[src/rtl/vga_timing_pkg.sv]
// Video mode table and helpers shared by the timing generator and its delay line.
package vga_timing_pkg;

    typedef struct packed {
        logic [11:0] h_act;
        logic [11:0] h_fp;
        logic [11:0] h_sync;
        logic [11:0] h_bp;
        logic [10:0] v_act;
        logic [10:0] v_fp;
        logic [10:0] v_sync;
        logic [10:0] v_bp;
        logic        h_pol;
        logic        v_pol;
    } vga_mode_t;

    // Entries 4..7 mirror mode 0 so an oversized NUM_MODES still yields a sane raster.
    localparam vga_mode_t MODE_TABLE [8] = '{
        '{12'd640, 12'd16, 12'd96,  12'd48, 11'd480, 11'd10, 11'd2, 11'd33, 1'b0, 1'b0},
        '{12'd800, 12'd40, 12'd128, 12'd88, 11'd600, 11'd1,  11'd4, 11'd23, 1'b1, 1'b1},
        '{12'd640, 12'd16, 12'd96,  12'd48, 11'd400, 11'd12, 11'd2, 11'd35, 1'b0, 1'b1},
        '{12'd320, 12'd8,  12'd16,  12'd16, 11'd240, 11'd2,  11'd2, 11'd4,  1'b0, 1'b0},
        '{12'd640, 12'd16, 12'd96,  12'd48, 11'd480, 11'd10, 11'd2, 11'd33, 1'b0, 1'b0},
        '{12'd640, 12'd16, 12'd96,  12'd48, 11'd480, 11'd10, 11'd2, 11'd33, 1'b0, 1'b0},
        '{12'd640, 12'd16, 12'd96,  12'd48, 11'd480, 11'd10, 11'd2, 11'd33, 1'b0, 1'b0},
        '{12'd640, 12'd16, 12'd96,  12'd48, 11'd480, 11'd10, 11'd2, 11'd33, 1'b0, 1'b0}
    };

    function automatic logic [15:0] mode_total_h(input vga_mode_t m);
        return 16'(m.h_act) + 16'(m.h_fp) + 16'(m.h_sync) + 16'(m.h_bp);
    endfunction

    function automatic logic [15:0] mode_total_v(input vga_mode_t m);
        return 16'(m.v_act) + 16'(m.v_fp) + 16'(m.v_sync) + 16'(m.v_bp);
    endfunction

endpackage

[src/rtl/vga_sync_delay.sv]
// Pixel-tick gated shift register that aligns sync/active with the pixel pipeline.
module vga_sync_delay #(
    parameter int W   = 3,
    parameter int DLY = 2
) (
    input  logic         clk,
    input  logic         rst_n,
    input  logic         clk_en,
    input  logic [W-1:0] rst_val,
    input  logic [W-1:0] din,
    output logic [W-1:0] dout
);

    if (DLY == 0) begin : g_bypass
        logic unused_bypass;
        assign unused_bypass = ^{clk, rst_n, clk_en, rst_val};
        assign dout = din;
    end else begin : g_shift
        logic [W-1:0] sr [DLY];

        always_ff @(posedge clk) begin
            if (!rst_n) begin
                for (int i = 0; i < DLY; i++) sr[i] <= rst_val;
            end else if (clk_en) begin
                sr[0] <= din;
                for (int i = 1; i < DLY; i++) sr[i] <= sr[i-1];
            end
        end

        assign dout = sr[DLY-1];
    end

endmodule

[src/rtl/vga_timing_multi.sv]
// Multi-mode raster timing generator; mode switches only at the frame wrap.
// Optional frame counter enabled by defining VGA_TIMING_FRAME_CNT_EN.
module vga_timing_multi
    import vga_timing_pkg::*;
#(
    parameter int NUM_MODES = 4,
    parameter int DEF_MODE  = 0,
    parameter int PIPE_DLY  = 2,
    parameter int HW        = 11,
    parameter int VW        = 10
) (
    input  logic          clk,
    input  logic          rst_n,
    input  logic          clk_en,
    input  logic [2:0]    mode_sel,
    output logic [HW-1:0] hpos,
    output logic [VW-1:0] vpos,
    output logic          fetch_act,
    output logic          active,
    output logic          hsync,
    output logic          vsync,
    output logic          h_begin,
    output logic          v_begin,
    output logic [2:0]    cur_mode,
    output logic [15:0]   frame_cnt
);

    localparam vga_mode_t DEF_M = MODE_TABLE[DEF_MODE];
    // Delay line powers up carrying "not active, sync deasserted" for the reset mode.
    localparam logic [2:0] DLY_RST = {1'b0, ~DEF_M.h_pol, ~DEF_M.v_pol};

    vga_mode_t     m;
    logic [HW-1:0] h_last_pos, hs_start, hs_end;
    logic [VW-1:0] v_last_pos, vs_start, vs_end, v_next;
    logic          h_last, v_last, mode_ok, hs_u, vs_u;

    assign m          = MODE_TABLE[cur_mode];
    assign h_last_pos = HW'(mode_total_h(m) - 16'd1);
    assign v_last_pos = VW'(mode_total_v(m) - 16'd1);
    assign hs_start   = HW'(m.h_act + m.h_fp);
    assign hs_end     = HW'(m.h_act + m.h_fp + m.h_sync);
    assign vs_start   = VW'(m.v_act + m.v_fp);
    assign vs_end     = VW'(m.v_act + m.v_fp + m.v_sync);

    assign h_last  = (hpos == h_last_pos);
    assign v_last  = (vpos == v_last_pos);
    assign mode_ok = (32'(mode_sel) < NUM_MODES);

    assign fetch_act = (hpos < HW'(m.h_act)) && (vpos < VW'(m.v_act));
    assign hs_u      = ((hpos >= hs_start) && (hpos < hs_end)) ? m.h_pol : ~m.h_pol;
    assign vs_u      = ((vpos >= vs_start) && (vpos < vs_end)) ? m.v_pol : ~m.v_pol;

    assign v_next  = v_last ? '0 : vpos + 1'b1;
    assign h_begin = clk_en && h_last && (v_next < VW'(m.v_act));
    assign v_begin = clk_en && h_last && v_last;

    always_ff @(posedge clk) begin
        if (!rst_n) begin
            hpos     <= '0;
            vpos     <= '0;
            cur_mode <= 3'(DEF_MODE);
        end else if (clk_en) begin
            if (h_last) begin
                hpos <= '0;
                if (v_last) begin
                    vpos <= '0;
                    if (mode_ok) cur_mode <= mode_sel;
                end else begin
                    vpos <= vpos + 1'b1;
                end
            end else begin
                hpos <= hpos + 1'b1;
            end
        end
    end

    vga_sync_delay #(
        .W   (3),
        .DLY (PIPE_DLY)
    ) u_dly (
        .clk     (clk),
        .rst_n   (rst_n),
        .clk_en  (clk_en),
        .rst_val (DLY_RST),
        .din     ({fetch_act, hs_u, vs_u}),
        .dout    ({active, hsync, vsync})
    );

`ifdef VGA_TIMING_FRAME_CNT_EN
    logic [15:0] frame_cnt_q;

    always_ff @(posedge clk) begin
        if (!rst_n)       frame_cnt_q <= '0;
        else if (v_begin) frame_cnt_q <= frame_cnt_q + 16'd1;
    end

    assign frame_cnt = frame_cnt_q;
`else
    assign frame_cnt = 16'h0;
`endif

endmodule

[config.mk]
export PLATFORM = sky130hd
export DESIGN_NAME = vga_timing_multi
export DESIGN_NICKNAME = d
export VERILOG_FILES = /design/src/rtl/vga_timing_pkg.sv /design/src/rtl/vga_sync_delay.sv /design/src/rtl/vga_timing_multi.sv
export SDC_FILE = /design/constraint.sdc
export NUM_CORES = 1
export LEC_CHECK = 0
export CAP_MARGIN = 5
export CORE_UTILIZATION = 65
export CTS_CLUSTER_DIAMETER = 150
export DETAILED_ROUTE_END_ITERATION = 6
export DONT_BUFFER_PORTS = 1
export PLACE_DENSITY = 0.84
export SETUP_SLACK_MARGIN = 0.4
export SYNTH_ARGS = -nofsm -noshare
export SYNTH_HDL_FRONTEND = slang
export SYNTH_SLANG_ARGS = --single-unit
[constraint.sdc]
create_clock -name clk -period 7.7 [get_ports clk]
set_input_delay 1.54 -clock clk [delete_from_list [all_inputs] [get_ports clk]]
set_output_delay 1.54 -clock clk [all_outputs]
set_load 0.05 [all_outputs]
# Word-level counts from Yosys, hierarchy flattened
# Memory sizes are Yosys's and may differ from the RTL's.
# Cells that the tools add are included.
[totals]
inputBits = 6
ramBits = 6
mem_bits_ro = 752
n_memories = 2
output_inout_bits = 46
regBits = 24
[memory_table]
columns = ["name", "words", "width", "read_ports", "rd_clocked_by_memory_dff", "wr", "line", "text"]
rows = [
  ["(name not given)", 8, 94, 1, 0, 0, "vga_timing_multi.sv:37", "assign m = MODE_TABLE[cur_mode];"],
  ["u_dly.g_shift.sr", 2, 3, 2, 0, 2, "vga_sync_delay.sv:19", "logic [W-1:0] sr [DLY];"],
]
[op_classes]
mux = 12
n_reduce_logical = 8
magnitude_cmp = 9
n_eq_ne = 2
addsub = 14
bitwise_logic = 5
[ops]
columns = ["cell", "count"]
rows = [
  ["2-to-1 mux 93 bit", 2],
  ["adder 11 bit", 5],
  ["adder 10 bit", 5],
  ["< comparator 10 bit", 3],
  ["< comparator 11 bit", 2],
  ["adder 11 x 1 -> 11 bit (second input constant)", 1],
  ["equality test 11 bit", 1],
  [">= comparator 11 bit", 1],
  ["2-to-1 mux 11 bit", 1],
  ["subtractor 11 x 1 -> 11 bit (second input constant)", 1],
  ["adder 10 x 1 -> 10 bit (second input constant)", 1],
  ["equality test 10 bit", 1],
  [">= comparator 10 bit", 1],
  ["2-to-1 mux 10 bit", 1],
  ["subtractor 10 x 1 -> 10 bit (second input constant)", 1],
  ["logical AND 1 bit", 6],
  ["2-to-1 mux 1 bit", 6],
  ["2-to-1 mux 3 bit", 2],
  [">= comparator 4 bit (second input constant)", 1],
  ["inverter 3 -> 4 bit", 1],
  ["AND reduction 4 bit", 1],
  ["< comparator 3 bit (second input constant)", 1],
  ["inverter 1 bit", 2],
  ["OR 1 bit", 2],
  ["AND reduction 2 bit", 1],
]

# Longest topological paths before layout
# Gate-level depths: netlist of the first run.
[depth]
depth_word = 12
mapped_depth = 21
mapped_depth_nobuf = 20

# Hierarchy
# Synthesis of the first run repeated with hierarchy kept, for this count alone.
[unflattened]
hier_cells = 497
area_unflattened_um2 = 4225.3
[modules_own_cells]
columns = ["module", "cells_each", "area_each_um2", "instances", "seq_area_each_um2"]
rows = [
  ["vga_timing_multi", 480, 3913.8, 1, 480.5],
  ["vga_sync_delay", 17, 311.5, 1, 180.2],
]

# Worst setup path before layout of the first run
# No wires, ideal clock.
[synth_path]
path_kind = "register to output"
startpoint = "register cur_mode[1]"
endpoint = "output h_begin"
t_arrival_ns = 5.395
path_stages_with_launch = 22
setup_slack_ns = 0.765
path_cell_list = "dfxtp_1 > inv_1 > ha_1 > nand2b_1 > clkbuf_1 > clkinv_1 > nand2b_1 > fa_1 > ha_1 > and3_1 > o31a_1 > a221oi_2 > xnor2_1 > or4_1 > buf_6 > inv_1 > nor2_1 > ha_1 > a21o_1 > a21o_1 > a21oi_1 > o311a_1"
[synth_via]
elab_chain_len = 12
[synth_rtl]
columns = ["element", "line", "text"]
rows = [
  ["start: declaration", "vga_timing_multi.sv:24", "output logic [2:0] cur_mode,"],
  ["start signal: assignment", "vga_timing_multi.sv:61", "cur_mode <= 3'(DEF_MODE);"],
  ["start signal: assignment", "vga_timing_multi.sv:67", "if (mode_ok) cur_mode <= mode_sel;"],
  ["inverter 3 -> 4 bit (implied by the code) *", "vga_timing_multi.sv:37", ""],
  ["memory (8 x 94 bit) *", "n/a", ""],
  ["2-to-1 mux 93 bit (implied by the code) * (2 in series)", "vga_timing_multi.sv:37", ""],
  ["adder 10 bit (2 in series)", "vga_timing_pkg.sv:34", "return 16'(m.v_act) + 16'(m.v_fp) + 16'(m.v_sync) + 16'(m.v_bp);"],
  ["adder 10 bit *", "vga_timing_pkg.sv:34", ""],
  ["subtractor 10 x 1 -> 10 bit *", "vga_timing_multi.sv:39", "assign v_last_pos = VW'(mode_total_v(m) - 16'd1);"],
  ["equality test 10 bit *", "vga_timing_multi.sv:46", "assign v_last = (vpos == v_last_pos);"],
  ["2-to-1 mux 10 bit *", "vga_timing_multi.sv:53", "assign v_next = v_last ? '0 : vpos + 1'b1;"],
  ["named net v_next[7]", "vga_timing_multi.sv:34", "logic [VW-1:0] v_last_pos, vs_start, vs_end, v_next;"],
  ["< comparator 10 bit *", "vga_timing_multi.sv:54", "assign h_begin = clk_en && h_last && (v_next < VW'(m.v_act));"],
  ["logical AND 1 bit *", "vga_timing_multi.sv:54", ""],
  ["end: declaration", "vga_timing_multi.sv:22", "output logic h_begin,"],
]
# The timed path passes the listed nets; every way through them passes the cells marked *. The select of a mux whose other input is x is not followed.

# Final worst setup path of the first run
# Same ends and word-level chain as after synthesis.

==> results.cfg, run 1 <==
[power_and_ir_drop]
power_mw = 0.3286
peakVddDrop_v = 0.00006007
powerDensity_nw_per_um2 = 84.62
p_leak_nw = 1.872

[placement]
placed_area_um2 = 3754
gp_congestion = 0.9846
io_buffers = 0
place_ws_ns = 0.7902
dp_cells = 512
dp_hpwl_mm = 7.083

[yosys]
syn_avg_cell_area_um2 = 8.372
yosysTopAreaCellShare_pct = 26.59
synth-edff-count = 6
yosys_warnings = 0
synth_top_cell_by_area = ha_1
synthArstFlopShare_pct = 0
synth.distinct_cells = 59
synth-seq-cells = 30
postSynthCellCount = 444
synth-seq-area-share_pct = 17.77
synthTopCellsByArea = ha_1 27%, dfxtp_1 13%, xnor2_1 6.6%
synthFlopType = dfxtp_1
synth.cell_area_um2 = 3717

[sta]
worst_slew_pin_slew_ns = 0.9640
fin_ws_ns = 0.6638
fin_crit_ns = 7.036
period_share_pct = 91.38
hold_viol_final = 0
rsz0062_at_grt = false
holdWs_ns = 0.5057
setup_viol = 0
slew_headroom_pct = 35.50
max_clock_freq_mhz = 142.1
finClkSkew_ns = 0.003855
maxSlewViolCount = 0
tns_ns = 0

[global_route]
grt_pass1_wl_mm = 15.21
antenna_found_initial = 0
grt_max_degree = 18
grt_use_total_pct = 32.35
globalRouteOverflowTotal = 0
grt_pass1_vias = 3143

[worst_setup_path]
rr_startpoint = cur_mode[1]
worstPathArrival_ns = 5.50
cp.required_ns = 6.16
cp_slowest_cell = or4_1
end_kind = output pin
crit_buf_inv = 6
reg2reg_to = u_dly.g_shift.sr[0][0]
r2r_slack_ns = 3.18
crit_type = register to output pin
cp_cell_sequence = buf_4 > inv_1 > ha_1 > nand2b_1 > clkinvlp_4 > nand2b_1 > fa_1 > ha_1 > and3_1 > o31a_1 > a221oi_2 > xnor2_1 > or4_1 > buf_4 > inv_1 > nor2_1 > ha_1 > a21o_1 > a21o_1 > a21oi_1 > o311a_1 > buf_4
startpoint_type = register
crit_family = simple AND/OR/NAND/NOR gates
path_max_fanout = 17
worstRegToRegCells = 19
slowest_delay_ns = 0.49

[detailed_routing]
antenna_left = 0
wl_per_cell_um = 17.82
vias = 3281
first_iter_violations = 278
detail_route.vias_per_cell = 6.250
wirelength_mm = 9.355
drt_pre_antenna_iters = 4
drc_errors = 0

[die]
die_h_um = 77.63
die-width_um = 77.63
fp.dieArea_um2 = 6026
start_util_pct = 67.51
core_um2 = 5507
io_pins = 52
num_rows = 27

[finish]
fin_util_pct = 70.53
drive_gt1_share_pct = 7.285
final_cells = 525
final_common_cell = ha_1
syn2layout_area_growth_pct = 4.476
layout_common_cells = 78 x ha_1, 39 x nor2_1, 30 x inv_1, 28 x nand2_1, 28 x xnor2_1
fillers = 424
fin_nets = 541
final_area_um2 = 3884
antenna_cells = 0

[hold_path]
hold_path_depth = 1
hp-class = register to register
min_to = u_dly.g_shift.sr[0][4]
hold_start = u_dly.g_shift.sr[0][1]

[clock_tree]
hold_buffers = 0
cts_tree = done
clkTransAtPathRegs_ns = 0.08
root_buffer = clkbuf_8
cts_num_sinks = 30
clk_latency_ns = 0.29
htreeDepth = 2
cts_inserted_buffers = 5
cts_max_path_buffers = 2

[run_status]
status = finished clean

[flow_run]
cap_violations = 0
where the power goes:
group / switching [mW] / leakage (nW) / internal [mW]
Combinational: 0.0222 / 1.58 / 0.00212
Clock: 0.0754 / 0.0416 / 0.0621
Sequential: 0.00542 / 0.245 / 0.161
Total: 0.103 / 1.87 / 0.226
Yosys cell counts, types with 4 or more instances:
library cell  number
ha_1              79
nor2_1            39
inv_1             30
nand2_1           28
xnor2_1           28
dfxtp_1           24
nand3_1           21
buf_4             17
xor2_1            17
a21oi_1           15
o21ai_0           12
a21o_1            10
a31oi_1           10
clkbuf_1           9
nand2b_1           9
o21a_1             9
nor3_1             7
edfxtp_1           6
nand4_1            6
nor2b_1            6
and3_1             4
fa_1               4
o211ai_1           4
area by class of cell:
type,count,area [um2],area share (%)
Sequential cell,30,661.9,17.04
Clock inverter,3,16.27,0.4188
Multi-Input combinational cell,368,2811,72.39
Tap cell,72,90.09,2.320
Clock buffer,5,68.82,1.772
Timing Repair Buffer,14,105.1,2.706
Inverter,33,130.1,3.351
logic make-up (layout without fill, tap and decap cells):
| kind of cell | count (synthesis) | in the layout | synth area share [%] |
|---|---|---|---|
| simple gates | 138 | 138 | 18.61 |
| fa+ha+maj | 83 | 83 | 28.74 |
| compound gates | 83 | 83 | 15.15 |
| buf+inv | 61 | 55 | 8.179 |
| xor+xnor | 45 | 45 | 10.60 |
| flops | 30 | 30 | 17.77 |
| mux | 3 | 3 | 0.8415 |
| other cells | 1 | 16 | 0.1009 |
worst register-to-register path: stages, from the launching register on:
cell and delay, ns:
dfxtp_1 0.31, buf_4 0.22, inv_1 0.11, ha_1 0.20, nand2b_1 0.34, clkinvlp_4 0.33
buf_4 0.21, ha_1 0.23, ha_1 0.32, inv_1 0.07, or3_1 0.40, nor3_1 0.27
xor2_1 0.11, ha_1 0.33, o2111a_1 0.18, o31ai_1 0.07, a21oi_1 0.12, o22ai_1 0.11
a211oi_1 0.25, a31oi_1 0.08
metal layers:
metal / up-vias / share of wire [%] / global-route usage (%)
li1: 1552 / - / -
met3: 19 / 8.4 / 5.412
met5: - / 0 / 0
met2: 155 / 44 / 50.71
met4: 0 / 1.9 / 11.51
met1: 1555 / 45 / 44.40
state kept, by name, indices dropped and copies added (netlist names):
signal,cells
u_dly.g_shift.sr,6
cur_mode,3
vpos,10
hpos,11
worst max-delay path by stage:
stage / start / end / slack [ns] / cells after the start
after floorplan: cur_mode[1] / h_begin / 0.77 / 21
after global placement: cur_mode[0] / h_begin / 0.90 / 22
after detailed placement: cur_mode[0] / h_begin / 0.79 / 22
after CTS: cur_mode[0] / h_begin / 0.46 / 22
after global routing: cur_mode[0] / h_begin / 0.42 / 22
final: cur_mode[1] / h_begin / 0.66 / 22
repair_timing:
action                     4_1_cts  5_1_grt
resized for setup                0        3
setup endpoints to repair        0        1
buffers inserted                 0        5
hold endpoints to repair         0        0
No activity file was read; power rests on OpenSTA's default activity.
==> run 2, diff against run 1 <==
- ABC_AREA: not set -> 0
- GPL_ROUTABILITY_DRIVEN: not set -> 0
==> run 2 against run 1 <==
Effect of this change:
- first-iteration DRC count is 1.4% higher
- sequential cell count did not move
- global-route usage shrank 1.2 points
==> results.cfg, run 2 (same netlist as run 1, synthesis figures left out) <==
[global_route]
grt_pass1_wl_mm = 14.91
grt_max_degree = 18
grt_use_total_pct = 31.20
grt_pass1_vias = 3228
antenna_found_initial = 0
globalRouteOverflowTotal = 0

[die]
io_pins = 52
num_rows = 27
fp.dieArea_um2 = 6026
core_um2 = 5507
die-width_um = 77.63
start_util_pct = 67.51
die_h_um = 77.63

[finish]
final_cells = 520
largest_registers = hpos x11, vpos x10, u_dly.g_shift.sr x6
register_area_um2 = 661.9
layout_common_cells = 79 x ha_1, 39 x nor2_1, 30 x inv_1, 28 x nand2_1, 28 x xnor2_1
drive_gt1_share_pct = 5.804
largest-register = hpos
fillers = 436
syn2layout_area_growth_pct = 3.298
multi_input_area_um2 = 2809
final_common_cell = ha_1
fin_nets = 536
antenna_cells = 0
largest_reg_flops = 11

[clock_tree]
clkTransAtPathRegs_ns = 0.08
clk_latency_ns = 0.29
root_buffer = clkbuf_8
cts_tree = done
htreeDepth = 2
cts_num_sinks = 30
cts_max_path_buffers = 2
post_cts_buffers = 0
cts_inserted_buffers = 5

[sta]
finClkSkew_ns = 0.004605
maxSlewViolCount = 0
max_clock_freq_mhz = 142.4
tns_ns = 0
period_share_pct = 91.21
fin_crit_ns = 7.024
setup_viol = 0
rsz0062_at_grt = false
worst_slew_pin_slew_ns = 0.9955
hold_viol_final = 0
slew_headroom_pct = 33.39

[hold_path]
min_to = u_dly.g_shift.sr[0][4]
hp-class = register to register
hold_start = u_dly.g_shift.sr[0][1]
hold_path_depth = 1

[worst_setup_path]
path_max_fanout = 17
worstRegToRegCells = 17
reg2reg_to = u_dly.g_shift.sr[0][0]
cp.required_ns = 6.16
startpoint_type = register
end_kind = output pin
r2r_slack_ns = 3.23
rr_startpoint = cur_mode[1]
worstPathArrival_ns = 5.48
crit_type = register to output pin

[placement]
dp_cells = 512
io_buffers = 0
dp_hpwl_mm = 7.128

[detailed_routing]
wl_per_cell_um = 17.62
drc_errors = 0
antenna_left = 0
drt_pre_antenna_iters = 5
detail_route.vias_per_cell = 6.265
wirelength_mm = 9.163
vias = 3258
first_iter_violations = 282

[run_status]
status = finished clean

[power_and_ir_drop]
powerDensity_nw_per_um2 = 84.10
peakVddDrop_v = 0.00008983
p_leak_nw = 1.849

[flow_run]
cap_violations = 0
-- run 2: cell count changes in the layout (fill, tap and decap cells not counted) --
cell | previous run | this run
buf_4 | 14 | 9
clkinv_1 | 1 | 2
clkinvlp_4 | 2 | 1
ha_1 | 78 | 79
ha_2 | 1 | 0
-- run 2: worst max-delay path: stages, from the launching register on --
cell	delay [ns]
dfxtp_2	0.57
ha_1	0.24
nand2b_1	0.11
buf_4	0.21
ha_1	0.44
inv_1	0.19
ha_1	0.22
ha_1	0.31
and3_1	0.16
o31a_1	0.28
a221oi_2	0.20
xnor2_1	0.10
or4_1	0.50
buf_4	0.21
inv_1	0.17
nor2_1	0.08
ha_1	0.32
a21o_1	0.18
a21o_1	0.16
a21oi_1	0.14
o311a_1	0.18
buf_4	0.19
-- run 2: layout make-up --
cell class / instances / share of cell area (%)
multi-input combinational: 368 / 73.15
clock buffer: 5 / 1.792
timing repair buffer: 9 / 1.760
inverter: 33 / 3.291
clock inverter: 3 / 0.4236
sequential: 30 / 17.24
tap: 72 / 2.346
-- run 2: power breakdown --
group | internal (mW) | switching, mW | total [mW]
combinational | 0.00212 | 0.0223 | 0.0244
clock | 0.0619 | 0.0696 | 0.131
sequential | 0.162 | 0.00553 | 0.167
total | 0.226 | 0.0974 | 0.323
-- run 2: per-stage QoR --
stage	cell area [um2]	power (mW)	hold WS (ns)	utilization [%]	setup slack, ns
floorplan	3774	0.2004	0.4773	-	0.7651
detailed placement	3754	0.1947	0.4845	68.17	0.7768
finish	3840	0.3229	0.4989	69.73	0.6765
global route	3840	0.3310	0.5276	69.73	0.4019
CTS	3839	0.3214	0.4998	69.71	0.4574
global placement	3754	0.1943	0.4841	68.17	0.9030
-- run 2: repair_timing --
| item | 4_1_cts | 5_1_grt |
|---|---|---|
| endpoints found under the setup margin | 0 | 1 |
| gates resized for setup | 0 | 1 |
| hold buffers | 0 | 0 |
-- run 2: worst max path at each step --
stage	from	endpoint	slack [ns]	cells after the start
finish	cur_mode[0]	h_begin	0.68	21
global route	cur_mode[0]	h_begin	0.40	21
CTS	cur_mode[0]	h_begin	0.46	21
detailed placement	cur_mode[0]	h_begin	0.78	21
global placement	cur_mode[0]	h_begin	0.90	20
floorplan	cur_mode[1]	h_begin	0.77	21
-- run 2: per-layer routing --
metal	up-vias	GRT usage, %	part of all wire [%]
met3	31	5.294	8.1
met2	140	51.59	47
li1	1535	-	-
met1	1552	40.07	42
met5	-	0	0
met4	0	12.45	3.1
==> run 3, diff against run 2 <==
- CELL_PAD_IN_SITES_DETAIL_PLACEMENT: not set -> 0
- CELL_PAD_IN_SITES_GLOBAL_PLACEMENT: not set -> 1
- CORE_UTILIZATION: 65 -> 49
==> run 3 against run 2 <==
Effect of this change:
- cell count increased by 5.4%
- clock skew up 0.011 ns
- combinational power barely moved
- worst hold slack better by 0.00064 ns
- register-to-register slack better by 0.25 ns
- via count is 4.0% lower
- clock power decreased by 3%
- wire length rose by 2.9%
- first-iteration DRC count decreased by 62%
- critical endpoint unchanged
- largest cell class unchanged
- highest routed layer unchanged
==> results.cfg, run 3 (same netlist as run 1, synthesis figures left out) <==
[sta]
period_share_pct = 88.75
setup_viol = 0
hold_viol_final = 0
tns_ns = 0
maxSlewViolCount = 0
slew_headroom_pct = 32.62
finClkSkew_ns = 0.01544
max_clock_freq_mhz = 146.3
worst_slew_pin_slew_ns = 1.007
rsz0062_at_grt = false
fin_crit_ns = 6.834

[finish]
syn2layout_area_growth_pct = 4.813
fin_nets = 537
final_common_cell = ha_1
largest_reg_flops = 11
drive_gt1_share_pct = 6.013
antenna_cells = 0
fin_util_pct = 53.43
layout_common_cells = 79 x ha_1, 39 x nor2_1, 30 x inv_1, 28 x nand2_1, 28 x xnor2_1
largest-register = hpos
largest_registers = hpos x11, vpos x10, u_dly.g_shift.sr x6
fillers = 735

[global_route]
grt_use_total_pct = 25.00
grt_max_degree = 18
antenna_found_initial = 0
grt_pass1_vias = 2966
globalRouteOverflowTotal = 0
grt_pass1_wl_mm = 14.85

[worst_setup_path]
cp_cell_sequence = ha_1 > nand2b_1 > ha_1 > inv_1 > ha_1 > ha_1 > and3_1 > o31a_1 > a221oi_2 > xnor2_1 > or4_4 > inv_1 > nor2_1 > ha_1 > a21o_1 > a21o_1 > a21oi_1 > o311a_1 > buf_12
crit_type = register to output pin
end_kind = output pin
worstRegToRegCells = 13
cp_slowest_cell = or4_4
r2r_slack_ns = 3.48
crit_buf_inv = 3
startpoint_type = register
reg2reg_to = vpos[7]
worstPathArrival_ns = 5.29
rr_startpoint = cur_mode[0]
crit_family = adder cells
cp.required_ns = 6.16
slowest_delay_ns = 0.66
cpMostUsedCell = ha_1
path_max_fanout = 17

[placement]
dp_hpwl_mm = 7.373
io_buffers = 0

[clock_tree]
clk_latency_ns = 0.29
cts_inserted_buffers = 5
cts_max_path_buffers = 2
post_cts_buffers = 0
cts_tree = done
cts_num_sinks = 30
root_buffer = clkbuf_8
clkTransAtPathRegs_ns = 0.08
htreeDepth = 2

[power_and_ir_drop]
p_clk_share_pct = 39.9
netSwitchingFraction_pct = 29.15
p_int_mw = 0.2255
p_comb_share_pct = 7.6
peakVddDrop_v = 0.00008390
powerDensity_nw_per_um2 = 81.71
power_mw = 0.3184
p_sw_mw = 0.09282
pwr-share-seq_pct = 52.5
p_leak_nw = 1.859

[hold_path]
min_to = u_dly.g_shift.sr[0][3]
hold_path_depth = 1
hold_start = u_dly.g_shift.sr[0][0]
hp-class = register to register

[die]
io_pins = 52
num_rows = 31
die-width_um = 89.10
die_h_um = 89.10
core_um2 = 7292
fp.dieArea_um2 = 7939
start_util_pct = 50.98

[detailed_routing]
drc_errors = 0
wirelength_mm = 9.425
detail_route.vias_per_cell = 5.708
first_iter_violations = 107
antenna_left = 0
vias = 3128
drt_pre_antenna_iters = 4
wl_per_cell_um = 17.20

[run_status]
status = finished clean

[flow_run]
cap_violations = 0
-- run 3: metal layers --
| layer | vias to the layer above | GRT usage (%) | wire (um) |
|---|---|---|---|
| met5 | - | 0 | 0 |
| met4 | 0 | 6.638 | 201 |
| met3 | 16 | 4.155 | 430 |
| met2 | 68 | 46.22 | 4724 |
| met1 | 1504 | 29.79 | 4069 |
| li1 | 1540 | - | - |
-- run 3: repair_timing --
action                     4_1_cts  5_1_grt
resized for setup                0        1
hold buffers                     0        0
setup endpoints to repair        0        1
-- run 3: worst max path at each step --
stage | startpoint | end | slack (ns) | depth (start not counted)
floorplan | cur_mode[1] | h_begin | 0.77 | 21
global placement | cur_mode[0] | h_begin | 1.03 | 21
detailed placement | cur_mode[0] | h_begin | 0.93 | 21
CTS | cur_mode[0] | h_begin | 0.61 | 21
global route | cur_mode[1] | h_begin | 0.61 | 20
finish | cur_mode[0] | h_begin | 0.87 | 19
-- run 3: area by class of cell --
class / instances / area (um2) / share of cell area, %
flip-flops and latches: 30 / 660.6 / 16.96
repair buffers: 10 / 87.58 / 2.248
clock buffers: 5 / 68.82 / 1.766
inverters: 33 / 126.4 / 3.243
well taps: 99 / 123.9 / 3.179
multi-input cells: 368 / 2813 / 72.19
clock inverters: 3 / 16.27 / 0.4175
-- run 3: power by group through the flow --
stage / Sequential [mW] / Combinational, mW / Clock [mW]
6_report: 0.167 / 0.0242 / 0.127
5_1_grt: 0.167 / 0.0263 / 0.133
4_1_cts: 0.167 / 0.0241 / 0.128
3_5_place_dp: 0.171 / 0.0241 / 0
3_3_place_gp: 0.171 / 0.0239 / 0
2_1_floorplan: 0.170 / 0.0302 / 0
-- run 3: per-stage QoR --
stage	std cells	hold WS, ns	instance area [um2]	setup WS [ns]
final	548	0.4995	3896	0.8664
after global routing	548	0.5258	3896	0.6059
after CTS	548	0.5024	3892	0.6114
after detailed placement	540	0.5021	3807	0.9343
after global placement	540	0.4864	3807	1.025
after floorplan	459	0.4773	3774	0.7651
